[src/rtl/uart_pkg.sv]
// Shared definitions for the UART transmitter.
//   tx_state_e   : transmitter FSM states
//   PAR_*        : parity mode encodings used by the PARITY parameter
//   MAX_DATA_W   : widest supported data word
//   calc_parity  : parity bit for a zero-extended data word
package uart_pkg;

    typedef enum logic [2:0] {
        ST_IDLE   = 3'd0,
        ST_ARM    = 3'd1,
        ST_START  = 3'd2,
        ST_DATA   = 3'd3,
        ST_PARITY = 3'd4,
        ST_STOP   = 3'd5
    } tx_state_e;

    localparam int PAR_NONE   = 0;
    localparam int PAR_ODD    = 1;
    localparam int PAR_EVEN   = 2;
    localparam int MAX_DATA_W = 9;

    // Even parity is the XOR of the data bits, odd parity its inverse.
    // The caller zero-extends the word, so the unused upper bits do not
    // disturb the result.
    function automatic logic calc_parity(input logic [MAX_DATA_W-1:0] data,
                                         input int                    mode);
        logic x;
        logic result;
        x = ^data;
        case (mode)
            PAR_ODD:  result = ~x;
            PAR_EVEN: result = x;
            default:  result = 1'b0;
        endcase
        return result;
    endfunction

endpackage

[src/rtl/uart_tx_tick.sv]
// UART transmitter driven by an external bit-rate tick.
// A word accepted over valid/ready is sent LSB-first as
// start bit, DATA_W data bits, optional parity bit and STOP_BITS stop bits.
// Every bit lasts exactly one tick period.
//
// Ports:
//   clk      system clock
//   rst_n    asynchronous active-low reset
//   tick     one-cycle bit-rate enable from the prescaler (period >= 2 clk)
//   data_i   word to transmit
//   valid_i  data_i is valid
//   ready_o  transmitter idle, a word can be accepted
//   tx_o     serial line, idle high, registered
//   busy_o   frame in progress
//   done_o   one-cycle pulse when the last stop bit period ends
module uart_tx_tick
    import uart_pkg::*;
#(
    parameter int DATA_W    = 8,
    parameter int PARITY    = 0,
    parameter int STOP_BITS = 1
) (
    input  logic              clk,
    input  logic              rst_n,
    input  logic              tick,
    input  logic [DATA_W-1:0] data_i,
    input  logic              valid_i,
    output logic              ready_o,
    output logic              tx_o,
    output logic              busy_o,
    output logic              done_o
);

    localparam int CNT_W = $clog2(DATA_W + 1);

    // Elaboration-time parameter range checks.
    if (DATA_W < 5 || DATA_W > 9) begin : g_bad_data_w
        $error("uart_tx_tick: DATA_W must be in 5..9");
    end
    if (PARITY < 0 || PARITY > 2) begin : g_bad_parity
        $error("uart_tx_tick: PARITY must be 0, 1 or 2");
    end
    if (STOP_BITS != 1 && STOP_BITS != 2) begin : g_bad_stop
        $error("uart_tx_tick: STOP_BITS must be 1 or 2");
    end

    tx_state_e               state_r;
    tx_state_e               state_s;
    logic [DATA_W-1:0]       shift_r;
    logic [DATA_W-1:0]       shift_s;
    logic [CNT_W-1:0]        bit_cnt_r;
    logic [CNT_W-1:0]        bit_cnt_s;
    logic [1:0]              stop_cnt_r;
    logic [1:0]              stop_cnt_s;
    logic                    par_r;
    logic                    par_s;
    logic                    tx_r;
    logic                    tx_s;
    logic                    done_r;
    logic                    done_s;
    logic [MAX_DATA_W-1:0]   data_ext_s;

    assign data_ext_s = MAX_DATA_W'(data_i);

    // Next-state and next-output logic for the transmitter FSM.
    always_comb begin
        state_s    = state_r;
        shift_s    = shift_r;
        bit_cnt_s  = bit_cnt_r;
        stop_cnt_s = stop_cnt_r;
        par_s      = par_r;
        tx_s       = tx_r;
        done_s     = 1'b0;

        case (state_r)
            ST_IDLE: begin
                tx_s = 1'b1;
                // A tick in the accept cycle is deliberately ignored; ARM
                // waits for the next one so the start bit is a full period.
                if (valid_i) begin
                    shift_s    = data_i;
                    par_s      = calc_parity(data_ext_s, PARITY);
                    bit_cnt_s  = '0;
                    stop_cnt_s = 2'd0;
                    state_s    = ST_ARM;
                end else begin
                    state_s = ST_IDLE;
                end
            end

            ST_ARM: begin
                if (tick) begin
                    tx_s    = 1'b0;
                    state_s = ST_START;
                end else begin
                    state_s = ST_ARM;
                end
            end

            ST_START: begin
                if (tick) begin
                    tx_s      = shift_r[0];
                    shift_s   = {1'b0, shift_r[DATA_W-1:1]};
                    bit_cnt_s = CNT_W'(1);
                    state_s   = ST_DATA;
                end else begin
                    state_s = ST_START;
                end
            end

            ST_DATA: begin
                if (tick) begin
                    if (bit_cnt_r < CNT_W'(DATA_W)) begin
                        tx_s      = shift_r[0];
                        shift_s   = {1'b0, shift_r[DATA_W-1:1]};
                        bit_cnt_s = bit_cnt_r + CNT_W'(1);
                    end else if (PARITY != PAR_NONE) begin
                        tx_s    = par_r;
                        state_s = ST_PARITY;
                    end else begin
                        tx_s       = 1'b1;
                        stop_cnt_s = 2'd1;
                        state_s    = ST_STOP;
                    end
                end else begin
                    state_s = ST_DATA;
                end
            end

            ST_PARITY: begin
                if (tick) begin
                    tx_s       = 1'b1;
                    stop_cnt_s = 2'd1;
                    state_s    = ST_STOP;
                end else begin
                    state_s = ST_PARITY;
                end
            end

            ST_STOP: begin
                if (tick) begin
                    // stop_cnt counts stop-bit periods already started; the
                    // tick that ends the last one returns to IDLE.
                    if (stop_cnt_r < 2'(STOP_BITS)) begin
                        stop_cnt_s = stop_cnt_r + 2'd1;
                    end else begin
                        tx_s    = 1'b1;
                        done_s  = 1'b1;
                        state_s = ST_IDLE;
                    end
                end else begin
                    state_s = ST_STOP;
                end
            end

            default: begin
                tx_s    = 1'b1;
                state_s = ST_IDLE;
            end
        endcase
    end

    // State, datapath and output registers.
    always_ff @(posedge clk or negedge rst_n) begin
        if (!rst_n) begin
            state_r    <= ST_IDLE;
            shift_r    <= '0;
            bit_cnt_r  <= '0;
            stop_cnt_r <= 2'd0;
            par_r      <= 1'b0;
            tx_r       <= 1'b1;
            done_r     <= 1'b0;
        end else begin
            state_r    <= state_s;
            shift_r    <= shift_s;
            bit_cnt_r  <= bit_cnt_s;
            stop_cnt_r <= stop_cnt_s;
            par_r      <= par_s;
            tx_r       <= tx_s;
            done_r     <= done_s;
        end
    end

    assign ready_o = (state_r == ST_IDLE);
    assign busy_o  = ~ready_o;
    assign tx_o    = tx_r;
    assign done_o  = done_r;

endmodule

[config.mk]
export PLATFORM = sky130hd
export DESIGN_NAME = uart_tx_tick
export DESIGN_NICKNAME = d
export VERILOG_FILES = /design/src/rtl/uart_pkg.sv /design/src/rtl/uart_tx_tick.sv
export SDC_FILE = /design/constraint.sdc
export NUM_CORES = 1
export LEC_CHECK = 0
export BUFFER_PORTS_ARGS = -buffer_cell sky130_fd_sc_hd__buf_2
export CORE_MARGIN = 5
export CORE_UTILIZATION = 59
export CTS_BUF_LIST = sky130_fd_sc_hd__clkbuf_16
export DETAILED_ROUTE_END_ITERATION = 8
export PLACE_DENSITY = 0.82
export SETUP_SLACK_MARGIN = 0.15
export SKIP_LAST_GASP = 1
export SYNTH_ARGS = -nofsm -noshare
export SYNTH_HDL_FRONTEND = slang
export SYNTH_SLANG_ARGS = --single-unit
[constraint.sdc]
create_clock -name clk -period 3.1 [get_ports clk]
set_input_delay 0.62 -clock clk [delete_from_list [all_inputs] [get_ports clk]]
set_output_delay 0.62 -clock clk [all_outputs]
set_load 0.02 [all_outputs]
## Word level (Yosys, flattened, before mapping)

Cells that the tools add are included.

- Register bits: 19
- Input port bits: 12
- Output and inout port bits: 4

- $add $sub $neg: 2
- Multiplexer cells: 37
- Equal/unequal tests: 17
- $lt $le $gt $ge: 2
- Bitwise logic cells: 1
- Reduce and logical (&&, ||, !) cells: 7

Operators with widths:

| kind | count |
|---|---|
| $mux 8 | 4 |
| $pmux 8 s3 | 1 |
| $ne 2x2->1 const B | 10 |
| $pmux 3 s6 | 1 |
| $mux 4 | 4 |
| $mux 2 | 7 |
| $mux 1 | 13 |
| $mux 3 | 4 |
| $pmux 4 s3 | 1 |
| $pmux 2 s4 | 1 |
| $reduce_and 7->1 | 1 |
| $eq 3x2->1 const B | 2 |
| $eq 3x3->1 const B | 2 |
| $ne 3x3->1 const B | 2 |
| $reduce_and 6->1 | 1 |
| $pmux 1 s5 | 1 |
| $reduce_and 5->1 | 1 |
| $add 4x1->4 const B | 1 |
| $lt 4x4->1 const B | 1 |
| $reduce_bool 4->1 | 1 |
| $eq 3x1->1 const B | 1 |
| $logic_not 3->1 | 1 |
| $reduce_bool 3->1 | 1 |
| $add 2x1->2 const B | 1 |
| other kinds (3) | 3 |

## Logic depth before layout (Yosys ltp)

- Word-level depth: 4
- Gate-level depth with buffers: 6
- Depth with buffers taken out: 6

## Least setup slack after synthesis

No wires, ideal clock.

- Path type: register to output
- From: reg state_r[2]
- To: out ready_o
- Path buffers: 2
- Arrival: 1.304 ns
- Stages on the path, launching flop included: 5
- Data required time: 2.480 ns
- Setup slack: 1.176 ns
- Cell sequence: dfrtp_1 buf_2 clkbuf_1 or3_1 inv_1

- Word-level cells in the longest chain between the ends: 1

RTL lines:

| what | line | source |
|---|---|---|
| start: declaration | uart_tx_tick.sv:47 | `tx_state_e state_r;` |
| start signal: assignment | uart_tx_tick.sv:174 | `state_r <= state_s;` |
| $logic_not 3->1 | uart_tx_tick.sv:184 | `assign ready_o = (state_r == ST_IDLE);` |
| end: declaration | uart_tx_tick.sv:28 | `output logic ready_o,` |

No other way between the ends.

## Worst setup path after layout

- From: reg state_r[1]
- To: out ready_o

Same word-level chain as after synthesis.

==> metrics.md <==
| Metric | Value |
|---|---|
| Synth Area in XOR/XNOR | 0% |
| Placed instance count | 153 |
| PD cells | 996 nW/um^2 |
| Wire per inst | 13.4 um |
| Share of cells above drive strength 1 | 22.7% |
| FP Rows | 15 |
| Final hold vios | 0 |
| Ys Warns | 0 |
| Core area | 1750 um^2 |
| Compound-Gate Fraction of Synth Area | 16.3% |
| MaxCap Viol Count | 0 |
| Cells after Synth | 120 |
| Die width | 52.9 um |
| Inserted Clock Buffers | 3 |
| Slew @ Worst Pin | 0.575 ns |
| Final setup fails | 0 |
| 1st-iter DRT viols | 14 |
| Post-CTS Setup Repair Bufs | 0 |
| DR vias | 877 |
| TritonCTS clock tree | yes |
| Register area share after synthesis | roughly 44% |
| Mapped Area | about 1100 um^2 |
| HPWL Detailed | 1460 um |
| Final #Nets | 147 |
| RSZ-0062 raised after global routing | no |
| CP arrival | between 1 and 1.5 ns |
| Worst-Skew Late Latency | 0.25 ns |
| Root Buffer | clkbuf_16 |
| Buffers on Ports | 15 |
| Synthesized Nets | approximately 130 |
| Post-Route WL | approximately 2100 um |
| Async S/R FF share, synth | between 90% and 100% |
| Mux cell area share after synthesis | 12.1% |
| Worst Setup Start Kind | register |
| Post-synth cell types | 31 |
| Required @ worst endpoint | 2.48 ns |
| Vias in the first global route | 823 |
| Final core utilization | 71.0% |
| Number of synthesized flops with an enable pin | 0 |
| Post-cts sizing count | 0 |
| CTS max path bufs | 2 |
| Largest net degree at the start of global routing | 20 |
| Initial antenna violation count | 0 |
| Clock H-tree levels | 1 |
| VDD IR max | 0.514 mV |
| Ant. Diodes | 0 |
| Total gr overflow | 0 |
| Via/cell ratio | 5.59 |
| Hold Buf Count CTS | 0 |
| Period utilisation layout | 66.9% |
| Die Y | 52.9 um |
| Worst Hold Class | primary input to asynchronous set/reset pin |
| Status | finished, final reports clean |
| CP Class | register to output pin |
| Starting Density | 62.1% |
| Post-route DRC | 0 |
| CTS sink count | 19 |
| Filler cell count | between 100 and 150 |
| Critical path endpoint category | output pin |
| Clk_skew | between 0.003 and 0.004 ns |
| GPL Wtd Cong | 0.794 |
| Syn avg cell area | 9.03 um^2 |
| Clock transition at path regs | 0.05 ns |
| Slew headroom | around three fifths |
| Synth Register Bits | 19 |
| FMAX | 482 MHz |
| Setup TNS | 0 ns |
| Primary FF master, synth | dfrtp_1 |
| Layout area overhead | 14.3% |
| Ports | 16 |
| Adder-Cell Fraction of Synth Area | 2.31% |
| Commonest non-fill, non-tap cell in the layout | nand2_1 |
| Main combinational cell family by area after synthesis | simple AND/OR/NAND/NOR gates |
| Antenna-violating nets left | 0 |
| First-pass DRT Iterations | 4 |
| Die area | 2790 um^2 |
| Leakage | 0.601 nW |
| Min cycle time layout | between 2 and 2.5 ns |
| GRT Resource Usage Total | 18.2% |
| Simple-gate area share of the yosys netlist | 20.4% |
| Final Max Tran Viols | 0 |
| Commonest cells after routing, fill and taps aside | 30 x nand2_1, 18 x dfrtp_1, 15 x buf_2, 9 x mux2_2, 8 x a21oi_1 |
| Reg2Reg Setup Slack | 1.22 ns |
| First-pass GRT wire length | 3700 um |
| Post-route insts no fill | around 160 |
| Critical Path Fanout Max | 17 |
==> cell families after synthesis <==
kind of cell,after synthesis
AND/OR/NAND/NOR,49
buffers and inverters,13
flip-flops,19
multiplexers,12
AO/OA/AOI/OAI,25
adder cells (fa/ha/maj),2
==> path summary, 6_finish.rpt <==
check / cells past startpoint / endpoint / startpoint
worst max register to register: 3 / shift_r[0] / state_r[1]
worst min register to register: 1 / shift_r[4] / shift_r[4]
worst max-delay path: 3 / ready_o / state_r[1]
min in group clk: 1 / shift_r[4] / shift_r[4]
worst min-delay path: 1 / stop_cnt_r[0] / rst_n
max in group asynchronous: 1 / tx_o / rst_n
==> final cells by class <==
class / count / area (um^2) / share of cell area [%]
Clock buffer: 3 / 75.1 / 6.06
Multi-Input combinational cell: 88 / 554 / 44.7
Timing Repair Buffer: 15 / 75.1 / 6.06
Sequential cell: 19 / 477 / 38.5
Tap cell: 25 / 31.3 / 2.53
Inverter: 6 / 22.5 / 1.82
Clock inverter: 1 / 3.75 / 0.303
==> power breakdown <==
part / internal (mW) / total [mW] / switching [mW] / leakage [nW]
logic: 0.245 / 0.503 / 0.258 / 0.323
clock network: 0.171 / 0.256 / 0.0847 / 0.0423
registers: 0.354 / 0.476 / 0.121 / 0.237
total: 0.770 / 1.23 / 0.464 / 0.601
==> per-stage QoR <==
step	worst slack (ns)	hold WS, ns	power [mW]	area, um^2
after floorplan	1.18	0.324	0.867	1080
after global placement	1.18	0.489	0.944	1160
after detailed placement	1.16	0.499	0.978	1160
after CTS	1.03	0.319	1.24	1240
after global routing	0.948	0.344	1.34	1240
final	1.03	0.307	1.23	1240
==> state kept, by name, summed over array words and instances (netlist names) <==
| name | count |
|---|---|
| shift_r | 8 |
| bit_cnt_r | 4 |
| state_r | 3 |
| stop_cnt_r | 2 |
| done_o | 1 |
| tx_o | 1 |
==> synth_stat cells (3+ instances only) <==
master | count | area [um^2]
clkbuf_1 | 4 | 15.0
dfrtp_1 | 18 | 450
mux2_2 | 9 | 101
nand2_1 | 30 | 113
buf_2 | 3 | 15.0
inv_1 | 6 | 22.5
nand3_1 | 4 | 20.0
o21ai_0 | 5 | 25.0
mux2i_1 | 3 | 30.0
nand2b_1 | 4 | 25.0
nor2_1 | 5 | 18.8
a21oi_1 | 8 | 40.0
==> critical path, cell delays in order, from the launching register on <==
cell and delay (ns):
dfrtp_1 0.55, or3_1 0.45, inv_1 0.06, buf_2 0.15
==> metal layers <==
metal | vias up | track usage (%) | share of wire (%)
met2 | 23 | 32.0 | 53
met1 | 414 | 21.4 | 41
met5 | - | 0 | 0
met4 | 0 | 6.38 | 1.0
li1 | 438 | - | -
met3 | 2 | 4.23 | 4.6
Power figures use the tool's default switching activity.
